--- config.mk ---
export PLATFORM = sky130hd
export DESIGN_NAME = alu_instr_fetch
export DESIGN_NICKNAME = d
export VERILOG_FILES = /design/src/rtl/alu_instr_fetch.sv
export SDC_FILE = /design/constraint.sdc
export NUM_CORES = 1
export LEC_CHECK = 0
export BUFFER_PORTS_ARGS = -buffer_cell sky130_fd_sc_hd__clkbuf_2
export CAP_MARGIN = 40
export CORE_MARGIN = 8
export CORE_UTILIZATION = 25
export CTS_BUF_LIST = sky130_fd_sc_hd__clkbuf_2
export DETAILED_ROUTE_END_ITERATION = 16
export GPL_ROUTABILITY_DRIVEN = 0
export PLACE_DENSITY = 0.61
export SYNTH_ARGS = -nofsm -noshare
export SYNTH_HDL_FRONTEND = slang
export SYNTH_SLANG_ARGS = --single-unit
--- constraint.sdc ---
create_clock -name clk -period 3.3 [get_ports clk]
set_clock_uncertainty 0.15 [all_clocks]
set_input_delay 0.495 -clock clk [delete_from_list [all_inputs] [get_ports clk]]
set_output_delay 0.495 -clock clk [all_outputs]
set_load 0.05 [all_outputs]
--- src/rtl/alu_instr_fetch.sv ---
// alu_instr_fetch: instruction fetch stage feeding the pipelined ALU.
// Walks instr_mem with a program counter and issues one {opcode, a, b}
// triple per cycle under a valid/ready handshake. Fetch stops on HALT_OP
// or at the end of memory.
// Build option: define FETCH_LOOP_EN to wrap past the last entry and keep
// fetching, so that only HALT_OP or reset ends fetch.
module alu_instr_fetch #(
  parameter int unsigned     WIDTH   = 8,
  parameter int unsigned     DEPTH   = 16,
  parameter int unsigned     ADDR_W  = 4,
  parameter logic [WIDTH-1:0] HALT_OP = 8'hFF
) (
  input  logic              clk,
  input  logic              reset,
  input  logic              start,
  input  logic              out_ready,
  output logic              out_valid,
  output logic [WIDTH-1:0]  opcode,
  output logic [WIDTH-1:0]  a,
  output logic [WIDTH-1:0]  b,
  output logic [ADDR_W-1:0] pc,
  output logic              busy,
  output logic              done,
  output logic [7:0]        issued_cnt
);

  typedef enum logic [1:0] {
    ST_IDLE  = 2'd0,
    ST_FETCH = 2'd1,
    ST_DONE  = 2'd2
  } state_e;

  // Program store; loaded externally by name, never reset.
  logic [3*WIDTH-1:0] instr_mem [0:DEPTH-1];

  state_e             state_q, state_d;
  logic [ADDR_W-1:0]  pc_q, pc_d;
  logic               out_valid_q, out_valid_d;
  logic [WIDTH-1:0]   opcode_q, opcode_d;
  logic [WIDTH-1:0]   a_q, a_d;
  logic [WIDTH-1:0]   b_q, b_d;
  logic [7:0]         issued_cnt_q, issued_cnt_d;

  logic [3*WIDTH-1:0] fetch_word_s;
  logic [WIDTH-1:0]   fetch_op_s;
  logic               handshake_s;
  logic               slot_free_s;
  logic               last_entry_s;

  assign fetch_word_s = instr_mem[pc_q];
  assign fetch_op_s   = fetch_word_s[3*WIDTH-1 -: WIDTH];
  assign handshake_s  = out_valid_q && out_ready;
  assign slot_free_s  = !out_valid_q || out_ready;
  assign last_entry_s = (pc_q == ADDR_W'(DEPTH - 1));

  // Next-state, program counter, output triple and issue counter
  always_comb begin
    state_d      = state_q;
    pc_d         = pc_q;
    out_valid_d  = out_valid_q;
    opcode_d     = opcode_q;
    a_d          = a_q;
    b_d          = b_q;
    issued_cnt_d = issued_cnt_q;

    // Every completed handshake counts, including the drain in DONE.
    if (handshake_s && (issued_cnt_q != 8'hFF)) begin
      issued_cnt_d = issued_cnt_q + 8'd1;
    end else begin
      issued_cnt_d = issued_cnt_q;
    end

    case (state_q)
      ST_IDLE: begin
        if (start) begin
          pc_d         = '0;
          issued_cnt_d = 8'd0;
          state_d      = ST_FETCH;
        end else begin
          state_d = ST_IDLE;
        end
      end

      ST_FETCH: begin
        if (!slot_free_s) begin
          // Downstream stalled: hold everything.
          state_d = ST_FETCH;
        end else if (fetch_op_s == HALT_OP) begin
          // Halt is never issued; pc stays on the halt entry.
          out_valid_d = 1'b0;
          state_d     = ST_DONE;
        end else begin
          opcode_d    = fetch_op_s;
          a_d         = fetch_word_s[2*WIDTH-1 -: WIDTH];
          b_d         = fetch_word_s[WIDTH-1:0];
          out_valid_d = 1'b1;
          pc_d        = pc_q + ADDR_W'(1);
`ifdef FETCH_LOOP_EN
          state_d     = ST_FETCH;
`else
          if (last_entry_s) begin
            state_d = ST_DONE;
          end else begin
            state_d = ST_FETCH;
          end
`endif
        end
      end

      ST_DONE: begin
        if (handshake_s) begin
          out_valid_d = 1'b0;
        end else begin
          out_valid_d = out_valid_q;
        end
        // Restart only once the last issued triple has drained.
        if (start && !out_valid_q) begin
          pc_d         = '0;
          issued_cnt_d = 8'd0;
          state_d      = ST_FETCH;
        end else begin
          state_d = ST_DONE;
        end
      end

      default: begin
        state_d     = ST_IDLE;
        out_valid_d = 1'b0;
      end
    endcase
  end

  // State and output registers with synchronous reset
  always_ff @(posedge clk) begin
    if (reset) begin
      state_q      <= ST_IDLE;
      pc_q         <= '0;
      out_valid_q  <= 1'b0;
      opcode_q     <= '0;
      a_q          <= '0;
      b_q          <= '0;
      issued_cnt_q <= 8'd0;
    end else begin
      state_q      <= state_d;
      pc_q         <= pc_d;
      out_valid_q  <= out_valid_d;
      opcode_q     <= opcode_d;
      a_q          <= a_d;
      b_q          <= b_d;
      issued_cnt_q <= issued_cnt_d;
    end
  end

  assign out_valid  = out_valid_q;
  assign opcode     = opcode_q;
  assign a          = a_q;
  assign b          = b_q;
  assign pc         = pc_q;
  assign issued_cnt = issued_cnt_q;
  assign busy       = (state_q == ST_FETCH);
  assign done       = (state_q == ST_DONE);

endmodule

==> impl_metrics.csv <==
group,metric,value,unit
run_status,run_status,"finished clean",
clock_network,cts_hold_buf,0,
routing,first_pass_iters,4,
worst_setup_path,max_stage_delay,360,ps
global_route,grt_pass1_wl,1060,um
finish,area_growth,-8.07,%
routing,drt_iter0_drc,3,
floorplan,die_area,3580,um^2
sta,rsz0062_at_grt,"false",
global_route,grt_pass1_vias,240,
pwr,power,0.223,mW
routing,vias,268,
pwr,ir_worst_vdd,0.155,mV
pwr,netSwitchingFraction,53.6,%
sta,fin_ws,1560,ps
worst_setup_path,cp-start-kind,"flop",
floorplan,dieWidth,59.8,um
synth,ys_seq_elements,6,
placed_design,placed_cell_area,427,um^2
worst_setup_path,worst-path-buf-inv,1,
global_route,grt_overflow,0,
floorplan,die_h,59.8,um
clock_network,clockBufferDepth,2,
pwr,power_frac_comb,44.2,%
worst_setup_path,slowest_stage,"dfxtp_1",
sta,setup_viol,0,
sta,setup-tns-final,0,ps
finish,register_area,120,um^2
worst_setup_path,path_class,"reg2out",
routing,wirelength,813,um
hold_path,worstHoldPathType,"reg2reg",
pwr,p_clk_share,22.2,%
clock_network,clock-sinks,6,
pwr,p_seq_share,33.7,%
synth,postSynthCellCount,54,
floorplan,rows,16,
worst_setup_path,crit_chain,"nor2b_1 -> clkbuf_2",
synth,syn_area_per_cell,8.90,um^2
global_route,grt_max_degree,8,
sta,fmax,0.576,GHz
synth,ys_warn_count,0,
worst_setup_path,required,2650,ps
clock_network,cts_setup_buffers,0,
clock_network,clk_pin_slew,60,ps
worst_setup_path,crit_fanout,4,
pwr,powerDensity,505,nW/um^2
pwr,internal-power,0.103,mW
worst_setup_path,end_kind,"output port",
placed_design,preCtsSetupSlack,1810,ps
placed_design,dpl.cell_count,88,
global_route,grt_usage,4.07,%
finish,fin_area,442,um^2
floorplan,start_util,25.5,%
placed_design,dp_hpwl,741,um
clock_network,htreeDepth,1,
clock_network,cts_resized,0,
global_route,antenna_found_initial,0,
floorplan,io_pins,43,
sta,period_needed,1740,ps
worst_setup_path,reg2reg_slack,2070,ps
finish,drive_above_1_share,18.8,%
worst_setup_path,cp.arrival,1090,ps
finish,num_antenna_cells,0,
finish,multiInputGateArea,229,um^2
pwr,p_sw,0.120,mW
routing,wl_per_cell,8.93,um
routing,ant_nets,0,
synth,yosysSeqAreaShare,25.0,%
routing,drc,0,
sta,timing.hold.ws,340,ps
sta,hold_violations,0,
worst_setup_path,critPathTopFamily,"flip-flops",
finish,fillers,213,
synth,syn_area,480,um^2
sta,slew_violations,0,
clock_network,cts_buffers,3,
finish,finalNonFillerCells,91,
floorplan,core_area,1880,um^2
routing,vias_per_cell,2.95,
clock_network,root_buffer,"clkbuf_2",
placed_design,port_buffers,8,
clock_network,clock_latency,210,ps
pwr,p_leak,0.250,nW
finish,nets,71,
clock_network,cts_tree,"yes",
synth,yosys.cell_types.count,12,
sta,finalCritPeriodShare,52.6,%
job,maxCapViolCount,0,
finish,final_util,23.5,%
[state kept, by name (all words and copies together) (netlist names)]
signal   cells
pc           4
state_q      2
[cells in the final DEF, fill, tap and decap left out]
cell,instances
conb_1,33
clkbuf_2,11
dfxtp_1,6
nor3b_1,4
nor2b_1,3
inv_1,1
and3_1,1
or3b_1,1
o2bb2ai_2,1
nor2_1,1
a32o_1,1
ha_1,1
[worst paths after layout]
check,startpoint,endpoint,depth (start not counted)
worst min register to register,pc[2],pc[2],1
worst max register to register,pc[0],state_q[1],3
worst max-delay path,state_q[0],busy,2
worst min-delay path,pc[2],pc[2],1
[per-layer routing]
layer	GRT usage [%]	share of wire [%]	up-vias
li1	-	-	126
met1	5.00	39	114
met2	4.77	43	28
met3	2.58	18	0
met4	3.06	0	0
met5	0	0	-
[synth_stat cells]
| master | count | area, um^2 |
|---|---|---|
| inv_1 | 1 | 3.75 |
| ha_1 | 1 | 12.5 |
| buf_4 | 33 | 248 |
| or3b_1 | 1 | 8.76 |
| a32o_1 | 1 | 10.0 |
| nor2_1 | 1 | 3.75 |
| nor2b_1 | 3 | 18.8 |
| and3_1 | 1 | 6.26 |
| o2bb2ai_2 | 1 | 15.0 |
| conb_1 | 1 | 3.75 |
| dfxtp_1 | 6 | 120 |
| nor3b_1 | 4 | 30.0 |
[logic make-up (layout without fill, tap and decap cells)]
logic type / after synthesis / count (layout) / synth area share (%)
buf+inv: 34 / 12 / 52.3
simple gates: 10 / 10 / 14.1
flops: 6 / 6 / 25.0
compound gates: 2 / 2 / 5.21
fa+ha+maj: 1 / 1 / 2.60
other cells: 1 / 33 / 0.781
[area by class of cell]
type	instances	area share, %
sequential	6	27.2
clock buffer	3	3.40
timing repair buffer	8	9.07
tap	27	7.65
inverter	1	0.850
multi-input combinational	46	51.8
[power by group through the flow]
| stage | registers (mW) | logic (mW) | clock network [mW] |
|---|---|---|---|
| after floorplan | 0.0764 | 0.123 | 0 |
| after global placement | 0.0765 | 0.0968 | 0 |
| after detailed placement | 0.0766 | 0.0970 | 0 |
| after CTS | 0.0750 | 0.0971 | 0.0531 |
| after global routing | 0.0752 | 0.102 | 0.0570 |
| final | 0.0751 | 0.0986 | 0.0495 |
Power figures use the tool's default switching activity.
